$ cat src/rtl/regfile_wb_arbiter_pkg.sv
// Shared types for the register-file writeback path: address/word widths and the
// registered write bundle that drives the single register-file write port.
package regfile_wb_arbiter_pkg;

  localparam int RF_ADDR_WIDTH = 5;
  localparam int RF_WORD_LEN   = 32;

  typedef logic [RF_ADDR_WIDTH-1:0] rf_addr_t;
  typedef logic [RF_WORD_LEN-1:0]   rf_word_t;

  typedef struct packed {
    logic     wen;
    rf_addr_t waddr;
    rf_word_t wdata;
  } rf_wr_t;

endpackage

$ cat src/rtl/regfile_wb_arbiter_rr_arbiter.sv
// Round-robin arbiter: one-hot grant to the first valid at or after the pointer, 0-cycle latency.
// Grant depends only on requests and the pointer; the pointer moves past the winner on every grant.
module regfile_wb_arbiter_rr_arbiter #(
  parameter int N_REQ = 2
) (
  input  logic             clk,
  input  logic             reset,
  input  logic [N_REQ-1:0] req_i,
  output logic [N_REQ-1:0] gnt_o
);

  localparam int PW = (N_REQ > 2) ? 2 : 1;

  logic [PW-1:0] rr_q, rr_d;
  logic [PW-1:0] gnt_idx;
  logic          found;

  // Two passes: requesters at/after the pointer first, then the wrapped-around ones.
  always_comb begin
    gnt_o   = '0;
    gnt_idx = '0;
    found   = 1'b0;
    for (int i = 0; i < N_REQ; i++) begin
      if (!found && req_i[i] && (i >= int'(rr_q))) begin
        found    = 1'b1;
        gnt_o[i] = 1'b1;
        gnt_idx  = PW'(i);
      end
    end
    for (int i = 0; i < N_REQ; i++) begin
      if (!found && req_i[i]) begin
        found    = 1'b1;
        gnt_o[i] = 1'b1;
        gnt_idx  = PW'(i);
      end
    end
  end

  always_comb begin
    rr_d = rr_q;
    if (found) begin
      rr_d = (gnt_idx == PW'(N_REQ - 1)) ? '0 : gnt_idx + PW'(1);
    end
  end

  always_ff @(posedge clk or negedge reset) begin
    if (!reset) begin
      rr_q <= '0;
    end else begin
      rr_q <= rr_d;
    end
  end

endmodule

$ cat src/rtl/regfile_wb_arbiter.sv
// Shares the register-file write port among N_REQ writeback requesters (1-cycle registered write)
// and tracks per-register busy state for decode hazards; losers stall until their ready.
module regfile_wb_arbiter
  import regfile_wb_arbiter_pkg::*;
#(
  parameter int ADDR_WIDTH = RF_ADDR_WIDTH,
  parameter int WORD_LEN   = RF_WORD_LEN,
  parameter int N_REQ      = 2
) (
  input  logic                      clk,
  input  logic                      reset,
  input  logic [N_REQ-1:0]          req_valid,
  output logic [N_REQ-1:0]          req_ready,
  input  logic [N_REQ*ADDR_WIDTH-1:0] req_waddr,
  input  logic [N_REQ*WORD_LEN-1:0] req_wdata,
  output logic                      rf_wen,
  output logic [ADDR_WIDTH-1:0]     rf_waddr,
  output logic [WORD_LEN-1:0]       rf_wdata,
  input  logic                      issue_valid,
  input  logic [ADDR_WIDTH-1:0]     issue_rd,
  output logic                      issue_ready,
  input  logic [ADDR_WIDTH-1:0]     chk_raddr1,
  input  logic [ADDR_WIDTH-1:0]     chk_raddr2,
  output logic                      hazard,
  output logic [2**ADDR_WIDTH-1:0]  busy_vec
);

  localparam int NREG = 2**ADDR_WIDTH;

  logic [N_REQ-1:0]      gnt;
  logic                  hs;
  logic [ADDR_WIDTH-1:0] sel_addr;
  logic [WORD_LEN-1:0]   sel_data;
  rf_wr_t                wr_q, wr_d;
  logic [NREG-1:0]       busy_q, busy_d;

  regfile_wb_arbiter_rr_arbiter #(.N_REQ(N_REQ)) u_arb (
    .clk   (clk),
    .reset (reset),
    .req_i (req_valid),
    .gnt_o (gnt)
  );

  assign req_ready = gnt;
  assign hs        = |gnt;

  always_comb begin
    sel_addr = '0;
    sel_data = '0;
    for (int i = 0; i < N_REQ; i++) begin
      if (gnt[i]) begin
        sel_addr = sel_addr | req_waddr[i*ADDR_WIDTH +: ADDR_WIDTH];
        sel_data = sel_data | req_wdata[i*WORD_LEN +: WORD_LEN];
      end
    end
  end

  // x0 writes are accepted but swallowed; address/data hold when no write is emitted.
  always_comb begin
    wr_d     = wr_q;
    wr_d.wen = hs && (sel_addr != '0);
    if (wr_d.wen) begin
      wr_d.waddr = rf_addr_t'(sel_addr);
      wr_d.wdata = rf_word_t'(sel_data);
    end
  end

  assign rf_wen   = wr_q.wen;
  assign rf_waddr = ADDR_WIDTH'(wr_q.waddr);
  assign rf_wdata = WORD_LEN'(wr_q.wdata);

  assign issue_ready = !busy_q[issue_rd] || (issue_rd == '0);
  assign hazard      = busy_q[chk_raddr1] | busy_q[chk_raddr2];
  assign busy_vec    = busy_q;

  // Clear lands on the same edge the register file latches; a same-cycle issue wins.
  always_comb begin
    busy_d = busy_q;
    if (wr_q.wen) begin
      busy_d[rf_waddr] = 1'b0;
    end
    if (issue_valid && issue_ready && (issue_rd != '0)) begin
      busy_d[issue_rd] = 1'b1;
    end
    busy_d[0] = 1'b0;
  end

  always_ff @(posedge clk or negedge reset) begin
    if (!reset) begin
      wr_q   <= '0;
      busy_q <= '0;
    end else begin
      wr_q   <= wr_d;
      busy_q <= busy_d;
    end
  end

endmodule
$ cat config.mk
export PLATFORM = sky130hd
export DESIGN_NAME = regfile_wb_arbiter
export DESIGN_NICKNAME = d
export VERILOG_FILES = /design/src/rtl/regfile_wb_arbiter_pkg.sv /design/src/rtl/regfile_wb_arbiter_rr_arbiter.sv /design/src/rtl/regfile_wb_arbiter.sv
export SDC_FILE = /design/constraint.sdc
export NUM_CORES = 1
export LEC_CHECK = 0
export BUFFER_PORTS_ARGS = -buffer_cell sky130_fd_sc_hd__buf_2
export CORE_AREA = 3 3 111 92
export CTS_CLUSTER_DIAMETER = 120
export DETAILED_ROUTE_END_ITERATION = 10
export DIE_AREA = 0 0 114 95
export PLACE_DENSITY = 0.78
export RECOVER_POWER = 100
export SLEW_MARGIN = 20
export SYNTH_ARGS = -nofsm -noshare
export SYNTH_HDL_FRONTEND = slang
export SYNTH_SLANG_ARGS = --single-unit
$ cat constraint.sdc
create_clock -name clk -period 2.4 [get_ports clk]
set_input_delay 0.48 -clock clk [delete_from_list [all_inputs] [get_ports clk]]
set_output_delay 0.48 -clock clk [all_outputs]
set_load 0.02 [all_outputs]
* Word-level counts from Yosys, hierarchy flattened
Cells that the tools add are included.
** Storage, ports and cells
- Logic and storage cells :: 63
- Flip-flop bits (word level) :: 70
- Memories :: 0
- Memory bits (read-only) :: 0
- Input port bits :: 94
- Memory bits (writable) :: 0
- Bits in latches :: 0
- Output and inout bits :: 74
** Operators by class
- Shifts and indexed selects :: 0
- Equality and inequality tests :: 0
- $lt $le $gt $ge :: 7
- Bitwise gates (word level) :: 6
- Multiply operators :: 0
- Divide/modulo/power cells :: 0
- Reduce and logical (&&, ||, !) cells :: 18
- Multiplexer cells :: 26
- $add $sub $neg :: 1
** Operators by type and width (number)
- 2-to-1 mux 32 bit :: 4
- bitwise OR 32 bit :: 2
- bitwise AND 32 bit :: 1
- inverter 32 bit :: 1
- less-than comparator 5 x 6 -> 1 bit, second input constant :: 4
- binary-select mux 1 bit (select 5 bit) :: 3
- 2-to-1 mux 1 bit :: 15
- demux 1 bit (select 5 bit) :: 2
- greater-or-equal comparator 5 x 1 -> 1 bit, second input constant :: 2
- 2-to-1 mux 5 bit :: 2
- nonzero test 5 bit :: 2
- logical AND 1 bit :: 9
- zero test 5 bit :: 1
- bitwise OR 5 bit :: 1
- zero test 1 bit :: 4
- OR reduction 2 bit :: 1
- adder 1 bit, second input constant :: 1
- greater-or-equal comparator 1 bit, first input constant :: 1
- logical OR 1 bit :: 1
- bitwise OR 1 bit :: 1

* Logic depth before layout (Yosys ltp)
Gate-level depths: netlist of the first run.
- Depth in word-level cells :: 15
- Gate-level depth with buffers :: 6
- Depth with buffers taken out :: 5

* By module
A second synthesis of the first run with hierarchy kept.
** Unflattened totals
- Cell total of the unflattened synthesis :: 348
- Area, all modules :: 4291.6 um2
** By module, submodules not included
- regfile_wb_arbiter :: area each 4239.1 um2, sequential area each 1726.7 um2, cells each 342, instances 1
- regfile_wb_arbiter_rr_arbiter :: area each 52.6 um2, sequential area each 25.0 um2, cells each 6, instances 1

* Worst setup path before layout of the first run
Ideal clock, no wire load.
- Path type :: input-to-output
- Start :: in chk_raddr2[2]
- End :: out hazard
- Path slack :: -0.301 ns
- Buffers on the path :: 1
- Stages :: 5
- Data arrival time :: 2.221 ns
- Cell sequence :: clkbuf_1 -> mux4_2 -> and4b_1 -> a2111oi_0 -> nand4_1
** On the way
- Word-level cells in the longest chain between the ends :: 3
** RTL lines
- start: declaration :: line regfile_wb_arbiter.sv:23 : input logic [ADDR_WIDTH-1:0] chk_raddr2,
- binary-select mux 1 bit (select 5 bit) :: line regfile_wb_arbiter.sv:73 : assign hazard = busy_q[chk_raddr1] | busy_q[chk_raddr2];
- 2-to-1 mux 1 bit (implied by the code) :: line regfile_wb_arbiter.sv:73
- bitwise OR 1 bit :: line regfile_wb_arbiter.sv:73
- end: declaration :: line regfile_wb_arbiter.sv:24 : output logic hazard,
Every way passes these cells. The select of a mux whose other input is x is not followed.

* Worst setup path after layout of the first run
- Start :: reg busy_q[28], in the netlist busy_vec[28]
- End :: out hazard
** On the way
- Word-level cells in the longest chain between the ends :: 3
- Elaborated cells between the ends (all ways) :: 5
** RTL lines
- start: declaration :: line regfile_wb_arbiter.sv:35 : logic [NREG-1:0] busy_q, busy_d;
- start signal: assignment :: line regfile_wb_arbiter.sv:94 : busy_q <= busy_d;
- binary-select mux 1 bit (select 5 bit) :: line regfile_wb_arbiter.sv:73
- 2-to-1 mux 1 bit (implied by the code) :: line regfile_wb_arbiter.sv:73
- bitwise OR 1 bit (*) :: line regfile_wb_arbiter.sv:73
Mark *: on every way between the ends. The rest lies on a longest branch, timed or not. The select of a mux whose other input is x is not followed.

==> results of run 1 <==
## what timing repair did
action / 4_1_cts / 5_1_grt
endpoints found under the setup margin: 2 / 8
pin swaps: 4 / 8
resized for setup: 6 / 8
buffers inserted: 4 / 4
## cells in the mapped netlist, drive strengths merged, types with 4 or more instances
library cell	number	share of area, %
nand3	11	1.4
nand2b	4	0.63
nand3b	10	1.9
dfrtp	70	44
a22oi	6	1.1
or3b	4	0.88
a22o	33	7.2
o21ai	64	8.6
nor2	7	0.66
mux2i	8	2.0
clkbuf	20	1.9
buf	5	0.85
nand2	17	1.6
mux4	19	11
or4	4	0.85
mux2	33	9.3
## metrics by stage
stage                     hold slack [ns]  total power (uW)
after CTS                           0.157              6090
after floorplan                     0.184              3290
after global placement              0.465              4410
final                               0.381              6150
after detailed placement            0.469              4470
after global routing                0.387              6430
## critical path: cells and delay by family (launching register included)
kind                   cells  cell delay (ns)
AO/OA/AOI/OAI              1             0.30
buffers and inverters      1             0.17
flip-flops                 1             0.44
multiplexers               1             0.48
AND/OR/NAND/NOR            2             0.39
## area by class of cell
| cell class | count | share of cell area, % |
|---|---|---|
| Clock buffer | 13 | 4.73 |
| Clock inverter | 3 | 1.64 |
| Inverter | 2 | 0.136 |
| Multi-Input combinational cell | 255 | 39.1 |
| Sequential cell | 70 | 31.9 |
| Tap cell | 115 | 2.61 |
| Timing Repair Buffer | 204 | 19.8 |
## flip-flops by register name, indices dropped and copies added, names as in the netlist
name / flops
rf_waddr: 5
u_arb.rr_q: 1
busy_vec: 31
rf_wen: 1
rf_wdata: 32
## kinds of logic (layout without fill, tap and decap cells)
family                 Yosys count  in the layout
buffers and inverters           27            222
DFF                             70             70
other                            1              1
AOI/OAI and AO/OA              115            115
muxes                           60             60
and+or+nand+nor                 79             79
## metal layers
layer  vias up  global-route usage [%]  share of wire [%]
met3        37                    6.73                 11
li1       1750                       -                  -
met1      1873                    31.1                 39
met4         0                    9.79                2.8
met5         -                       0                  0
met2       215                    39.2                 48
## path summary, 6_finish.rpt
| kind | startpoint | slack [ns] | endpoint | cells past startpoint |
|---|---|---|---|---|
| max reg2reg | busy_vec[17] | 0.08 | busy_vec[20] | 7 |
| min | req_valid[1] | 0.38 | u_arb.rr_q | 2 |
| max in group asynchronous | reset | 0.65 | busy_vec[29] | 2 |
| min reg2reg | rf_wdata[29] | 0.48 | rf_wdata[29] | 1 |
| min in group asynchronous | reset | 0.44 | rf_wen | 1 |
| max | busy_vec[28] | -0.18 | hazard | 5 |
## power groups by stage
stage | Combinational, uW | Sequential (uW) | Clock, uW
finish | 2540 | 2070 | 1540
detailed placement | 2420 | 2050 | 0
floorplan | 962 | 2330 | 0
CTS | 2490 | 2040 | 1560
global route | 2730 | 2090 | 1610
global placement | 2370 | 2040 | 0
==> results.toml, run 1 <==
[status]
status = "finished with violations"
violations = "setup timing"

[routing]
drc_errors = 0
wl_per_cell_microns = 19.7
ant_nets = 0
dr.pass1.iters = 5
vias = 3875
routed_wl_mm = 13.1
drt_iter0_drc = 301
vias_per_cell = 5.85

[power_and_ir_drop]
p_leak_uw = 0.00251
power-per-cell-area_nw_per_um2 = 1120
clkPwrFrac_pct = 25.1
p_sw_uw = 2380
comb_power_share_pct = 41.3
p_sw_share_pct = 38.6
internal_power_uw = 3780
seqPwrFrac_pct = 33.6
ir_drop_uv = 574

[sta]
period_share_pct = 108
setup_ws_ns = -0.184
period_needed_ns = 2.58
finalSetupViolations = 2
fin_skew_ns = 0.00620
setup_tns_ns = -0.234
finalMaxSlewViolations = 0
max_freq_mhz = 387
rsz0062_at_grt = "yes"
hold_viol = 0
maxSlewHeadroom_pct = 11.9
tightest_slew_ns = 1.32

[cts]
cts_root_buffer = "clkbuf_16"
clkSlewWorstSetupHoldPaths_ns = 0.06
clk_latency_ns = 0.32
cts_max_level = 3
cts_hold_buffers = 0
cts_tree = "built"
cts_buffers = 9
cts_buffer_depth = 2
clkSinkCount = 70

[yosys]
syn_area_per_cell_sq_um = 11.3
syn_inst = 352
ys_ff_latch = 70
synth-warning-count = 0
synth-main-ff-cell = "dfrtp_1"
syn_nets = 446
syn_area_sq_um = 4000
synth_simple_gate_area_share_pct = 11.9
synth_cell_types = 47
synthAdderAreaFrac_pct = 0
yosysSeqAreaShare_pct = 43.8
synth_mux_area_share_pct = 22.0
synthXorXnorAreaFrac_pct = 0
synth_top_family_by_area = "multiplexers"
synth_edf_count = 0
synth_compound_area_share_pct = 19.2
ys_async_sr_fraction_pct = 100

[finish]
utilization_pct = 60.7
multi_input_area_sq_um = 2150
antenna_cells = 0
fill_cells = 775
syn_to_final_growth_pct = 37.9
ff_latch_area_sq_um = 1760
nets = 636
layout-drive-gt1-share_pct = 40.8
final_cell_mix = "buf_2, dfrtp_1, clkbuf_1"
instances_no_fill = 662
fin_area_sq_um = 5510
layout_commonest_cell = "buf_2"

[grt]
first_global_vias = 3926
grt_max_degree = 34
antenna_found_initial = 0
grt_overflow = 0
grt_pass1_wl_mm = 20.2
track_usage_pct = 24.3

[run]
cap_violations = 0

[critical_path]
worstSetupStartpointType = "flip-flop"
crit_path_max_fanout = 5
cp_cell_sequence = "mux4_2 > a32o_2 > nor4_4 > nand4_1 > buf_4"
max_stage_delay_ns = 0.48
crit_slowest_cell = "mux4_2"
cp-end-kind = "output port"
cp.required_ns = 1.92
critical_path_class = "flip-flop to output port"
arrival_ns = 2.10

[placed_design]
dpl.hpwl_mm = 9.78
gp_congestion = 1.00
post-place-ws_ns = -0.0559
io_buffer_count = 166
place_area_sq_um = 5120
post-place-cells = 639

[die]
rows = 31
die_x_microns = 114
die_h_microns = 95
core_area_sq_um = 9080
ios = 168
die_area_sq_um = 10800
start_util_pct = 44.0

[hold_path]
hold_class = "input port to flip-flop"
No activity file was read; power rests on OpenSTA's default activity.
==> run 2: changes to the inputs <==
--- a/config.mk
+++ b/config.mk
@@ -6,11 +6,12 @@
 export NUM_CORES = 1
 export LEC_CHECK = 0
 export BUFFER_PORTS_ARGS = -buffer_cell sky130_fd_sc_hd__buf_2
-export CORE_AREA = 3 3 111 92
+export CORE_AREA = 2 2 103 85
+export CTS_BUF_LIST = sky130_fd_sc_hd__clkbuf_8
 export CTS_CLUSTER_DIAMETER = 120
 export DETAILED_ROUTE_END_ITERATION = 10
-export DIE_AREA = 0 0 114 95
-export PLACE_DENSITY = 0.78
+export DIE_AREA = 0 0 105 87
+export PLACE_DENSITY = 0.84
 export RECOVER_POWER = 100
 export SLEW_MARGIN = 20
 export SYNTH_ARGS = -nofsm -noshare
==> constraint.sdc (replaced) <==
create_clock -name clk -period 2.9 [get_ports clk]
set_input_delay 0.58 -clock clk [delete_from_list [all_inputs] [get_ports clk]]
set_output_delay 0.58 -clock clk [all_outputs]
set_load 0.02 [all_outputs]
==> run 2 against run 1 <==
The run ends with capacitance limit, slew limit left. Critical path depth up 1. Utilization up 1.3 points. Routed wire length down 4.3%. Global-route usage up 3.6 points. Register-to-register slack better by 0.19 ns. Sequential share of layout area up 2.6 points. Clock skew up 0.0048 ns. Die area down 16%. Sequential power down 15%. Clock-buffer cell count down 2.
==> results.toml, run 2 (same netlist as run 1, synthesis figures left out) <==
[sta]
hold_viol = 0
max_freq_mhz = 362
setup_tns_ns = 0
fin_hold_ws_ns = 0.468
finalMaxSlewViolations = 31
finalSetupViolations = 0
maxSlewHeadroom_pct = -2.09
period_needed_ns = 2.76
fin_skew_ns = 0.0110
period_share_pct = 95.2
rsz0062_at_grt = "no"
tightest_slew_ns = 1.53

[critical_path]
cp.buffers_inverters = 2
rr_startpoint = "u_arb.rr_q"
crit_path_max_fanout = 4
cp-startpoint = "busy_vec[17]"
crit_slowest_cell = "mux4_2"
path_delay_family = "simple AND/OR/NAND/NOR gates"
cp.required_ns = 2.32
worstSetupStartpointType = "flip-flop"
max_stage_delay_ns = 0.47
arrival_ns = 2.18
critical_path_class = "flip-flop to output port"
cp_cell_sequence = "clkbuf_1 > mux4_2 > nor4bb_1 > nor4_1 > nand4_1 > clkbuf_2"
cp-end-kind = "output port"

[routing]
drc_errors = 0
wl_per_cell_microns = 19.8
vias_per_cell = 6.17
drt_iter0_drc = 395
routed_wl_mm = 12.5
dr.pass1.iters = 7
ant_nets = 0
vias = 3900

[status]
violations = "capacitance limit, slew limit"
status = "finished with violations"

[run]
cap_violations = 1

[finish]
syn_to_final_growth_pct = 27.0
antenna_cells = 0
largest_reg_flops = 32
nets = 609
final_cell_mix = "buf_2, clkbuf_1, dfrtp_1"
layout-drive-gt1-share_pct = 27.7
layout_commonest_cell = "buf_2"
utilization_pct = 62.0

[die]
ios = 168
die_area_sq_um = 9140
die_h_microns = 87
start_util_pct = 48.8
rows = 30
die_x_microns = 105
core_area_sq_um = 8180

[cts]
cts_buffers = 9
cts_setup_buffers = 0
cts_tree = "built"
cts_max_level = 3
clkSlewWorstSetupHoldPaths_ns = 0.07
clk_latency_ns = 0.34
clkSinkCount = 70
cts_root_buffer = "clkbuf_8"
cts_buffer_depth = 2

[placed_design]
dpl.hpwl_mm = 9.37
io_buffer_count = 166
gp_congestion = 0.928

[grt]
grt_overflow = 0
grt_pass1_wl_mm = 19.8
track_usage_pct = 27.9
antenna_found_initial = 0
grt_max_degree = 42
first_global_vias = 3746

[power_and_ir_drop]
ir_drop_uv = 402
p_leak_uw = 0.00222
power-per-cell-area_nw_per_um2 = 865
total_power_uw = 4390

[hold_path]
hold_class = "input port to flip-flop"
min_from = "req_valid[1]"
run 2: cell count changes in the layout (fill, tap and decap cells not counted), moves of 3 or more:
cell / delta
buf_2: -36
clkbuf_1: +36
buf_4: -29
o21ai_0: +24
o21ai_1: -19
clkbuf_16: -9
clkbuf_8: +9
dfrtp_1: +6
dfrtp_2: -6
o21ai_2: -5
or2_0: +3
or2_1: -3
run 2: path summary, 6_finish.rpt:
path / to / slack (ns) / cells after the start
min in group asynchronous: rf_wdata[19] / 0.61 / 1
max: hazard / 0.14 / 6
max in group asynchronous: busy_vec[19] / 0.58 / 2
min reg2reg: rf_wdata[6] / 0.48 / 1
min: u_arb.rr_q / 0.47 / 2
max reg2reg: rf_wdata[8] / 0.27 / 7
run 2: through the flow:
stage	worst slack (ns)	area, sq um	std cells
floorplan	0.0593	4000	352
global placement	0.187	4970	616
detailed placement	0.134	4970	616
CTS	0.132	5220	632
global route	0.0221	5070	632
finish	0.140	5070	632
run 2: timing repair:
| item | in CTS | in global routing |
|---|---|---|
| gates resized for setup | 0 | 3 |
| endpoints found under the hold margin | 0 | 0 |
| hold buffers | 0 | 0 |
| setup endpoints to repair | 0 | 1 |
run 2: final cells by class:
cell class	instances	area (sq um)
clock buffers	11	151
clock inverters	5	97.6
fillers	736	3110
inverters	2	7.51
multi-input cells	255	2110
flip-flops and latches	70	1750
well taps	112	140
repair buffers	177	812
run 2: power breakdown:
group          internal [uW]  switching [uW]
Combinational            672             996
Sequential              1280             474
Clock                    613             351
run 2: per-layer routing:
metal | GRT usage (%) | part of all wire [%] | up-vias | wire, microns
met3 | 6.28 | 10 | 42 | 1280
met2 | 46.0 | 47 | 278 | 5900
met1 | 36.8 | 40 | 1884 | 5000
met4 | 10.2 | 2.6 | 0 | 325
li1 | - | - | 1696 | -
met5 | 0 | 0 | - | 0
==> run 3: changes to the inputs <==
--- a/config.mk
+++ b/config.mk
@@ -11,6 +11,7 @@
 export CTS_CLUSTER_DIAMETER = 120
 export DETAILED_ROUTE_END_ITERATION = 10
 export DIE_AREA = 0 0 105 87
+export HOLD_SLACK_MARGIN = 0.06
 export PLACE_DENSITY = 0.84
 export RECOVER_POWER = 100
 export SLEW_MARGIN = 20
==> constraint.sdc (replaced) <==
create_clock -name clk -period 2.9 [get_ports clk]
set_input_delay 0.29 -clock clk [delete_from_list [all_inputs] [get_ports clk]]
set_output_delay 0.29 -clock clk [all_outputs]
set_load 0.02 [all_outputs]
==> run 3 against run 2 <==
The run still ends with capacitance limit, slew limit left. Clock skew shrank 0.0021 ns. Utilization fell by 1.2 points. Maximum frequency rose by 5.5%. Setup slack improved by 0.14 ns. Global-route usage shrank 1.5 points. Sequential power about the same. Routed wire length decreased by 5.0%. Sequential share of layout area grew 0.69 points. Combinational power is 2% lower. Power fell by 5.5%. Worst hold slack lost 0.31 ns. Critical path type unchanged. Largest cell class unchanged. Largest power group unchanged.
==> results.toml, run 3 (same netlist as run 1, synthesis figures left out) <==
[power_and_ir_drop]
p_leak_uw = 0.00216
p_sw_share_pct = 43.3
power-per-cell-area_nw_per_um2 = 834
ir_drop_uv = 387
total_power_uw = 4150
internal_power_uw = 2350
seqPwrFrac_pct = 41.7
p_sw_uw = 1800
comb_power_share_pct = 39.2
clkPwrFrac_pct = 19.1

[routing]
drc_errors = 0
wl_per_cell_microns = 19.0
vias = 3818
vias_per_cell = 6.10
routed_wl_mm = 11.9
dr.pass1.iters = 5
ant_nets = 0
drt_iter0_drc = 304

[die]
die_area_sq_um = 9140
rows = 30
start_util_pct = 48.8
core_area_sq_um = 8180
die_h_microns = 87
ios = 168
die_x_microns = 105

[finish]
fill_cells = 737
multi_input_area_sq_um = 2110
fin_area_sq_um = 4980
nets = 603
layout_commonest_cell = "buf_2"
final_cell_mix = "buf_2, clkbuf_1, dfrtp_1"
antenna_cells = 0
syn_to_final_growth_pct = 24.6
layout-drive-gt1-share_pct = 27.0
ff_latch_area_sq_um = 1750
largest_reg_flops = 32

[cts]
cts_buffers = 9
clkSlewWorstSetupHoldPaths_ns = 0.08
clkSinkCount = 70
cts_buffer_depth = 2
clk_latency_ns = 0.35
cts_setup_buffers = 0
cts_tree = "built"
cts_max_level = 3
ctsResizeCount = 0
cts_root_buffer = "clkbuf_8"
cts_hold_buffers = 0

[critical_path]
critical_path_class = "flip-flop to output port"
cp_cell_sequence = "mux4_2 > and4b_1 > a2111oi_0 > nand4_1 > clkbuf_1"
cp.required_ns = 2.61
worstSetupStartpointType = "flip-flop"
crit_path_max_fanout = 5
cp-end-kind = "output port"
crit_slowest_cell = "a2111oi_0"
max_stage_delay_ns = 0.49
arrival_ns = 2.33

[sta]
hold_viol = 0
fin_hold_ws_ns = 0.155
maxSlewHeadroom_pct = -39.7
tightest_slew_ns = 2.10
finalMaxSlewViolations = 41
fin_skew_ns = 0.00887
period_needed_ns = 2.62
rsz0062_at_grt = "no"
period_share_pct = 90.2
finalSetupViolations = 0
setup_tns_ns = 0
max_freq_mhz = 382

[run]
cap_violations = 1

[placed_design]
io_buffer_count = 166
gp_congestion = 0.975
place_area_sq_um = 4900
dpl.hpwl_mm = 9.11

[grt]
antenna_found_initial = 0
grt_max_degree = 41
grt_overflow = 0
grt_pass1_wl_mm = 18.9
first_global_vias = 3744
track_usage_pct = 26.5

[status]
status = "finished with violations"
violations = "capacitance limit, slew limit"

[hold_path]
hold_class = "input port to flip-flop"
[run 3: changes by cell type in the layout (fill, tap and decap cells not counted), sizes merged]
cell	change
clkbuf	-4
clkinv	+4
buf	-3
bufinv	-2
inv	-2
clkinvlp	+1
[run 3: cell type report]
class                   count  area share (%)
multi-input cells         255            42.4
flip-flops and latches     70            35.2
repair buffers            171            15.5
well taps                 112            2.82
clock buffers              10            2.77
clock inverters             6            1.23
inverters                   2           0.151
[run 3: worst max-delay path, delay by kind of cell (launching register included)]
family | cells | cell delay [ns]
compound gates | 1 | 0.49
buf+inv | 1 | 0.20
flops | 1 | 0.47
mux | 1 | 0.48
simple gates | 2 | 0.33
[run 3: through the flow]
step	worst slack, ns	instances	utilization (%)
floorplan	0.579	352	-
global placement	0.487	610	59.9
detailed placement	0.417	610	59.9
CTS	0.359	626	62.3
global route	0.121	626	60.8
finish	0.285	626	60.8
[run 3: worst paths after layout]
kind                       cells past startpoint      endpoint  slack, ns         start
max                                            5        hazard       0.28  busy_vec[17]
min                                            2    u_arb.rr_q       0.15  req_valid[1]
max reg2reg                                    6  rf_wdata[19]       0.36    u_arb.rr_q
min reg2reg                                    1  rf_wdata[14]       0.49  rf_wdata[14]
max in group asynchronous                      2  busy_vec[31]       0.87         reset
min in group asynchronous                      1  rf_wdata[20]       0.54         reset
[run 3: layer usage]
| layer | wire length, microns | vias up | track usage, % |
|---|---|---|---|
| met2 | 5560 | 251 | 42.9 |
| met1 | 4870 | 1847 | 35.3 |
| li1 | - | 1688 | - |
| met3 | 1160 | 32 | 5.16 |
| met5 | 0 | - | 0 |
| met4 | 274 | 0 | 11.0 |
[run 3: power groups by stage]
stage | logic [uW] | clock network [uW] | registers, uW
2_1_floorplan | 788 | 0 | 1930
3_3_place_gp | 1700 | 0 | 1700
3_5_place_dp | 1750 | 0 | 1720
4_1_cts | 1760 | 805 | 1700
5_1_grt | 1760 | 841 | 1770
6_report | 1630 | 792 | 1730
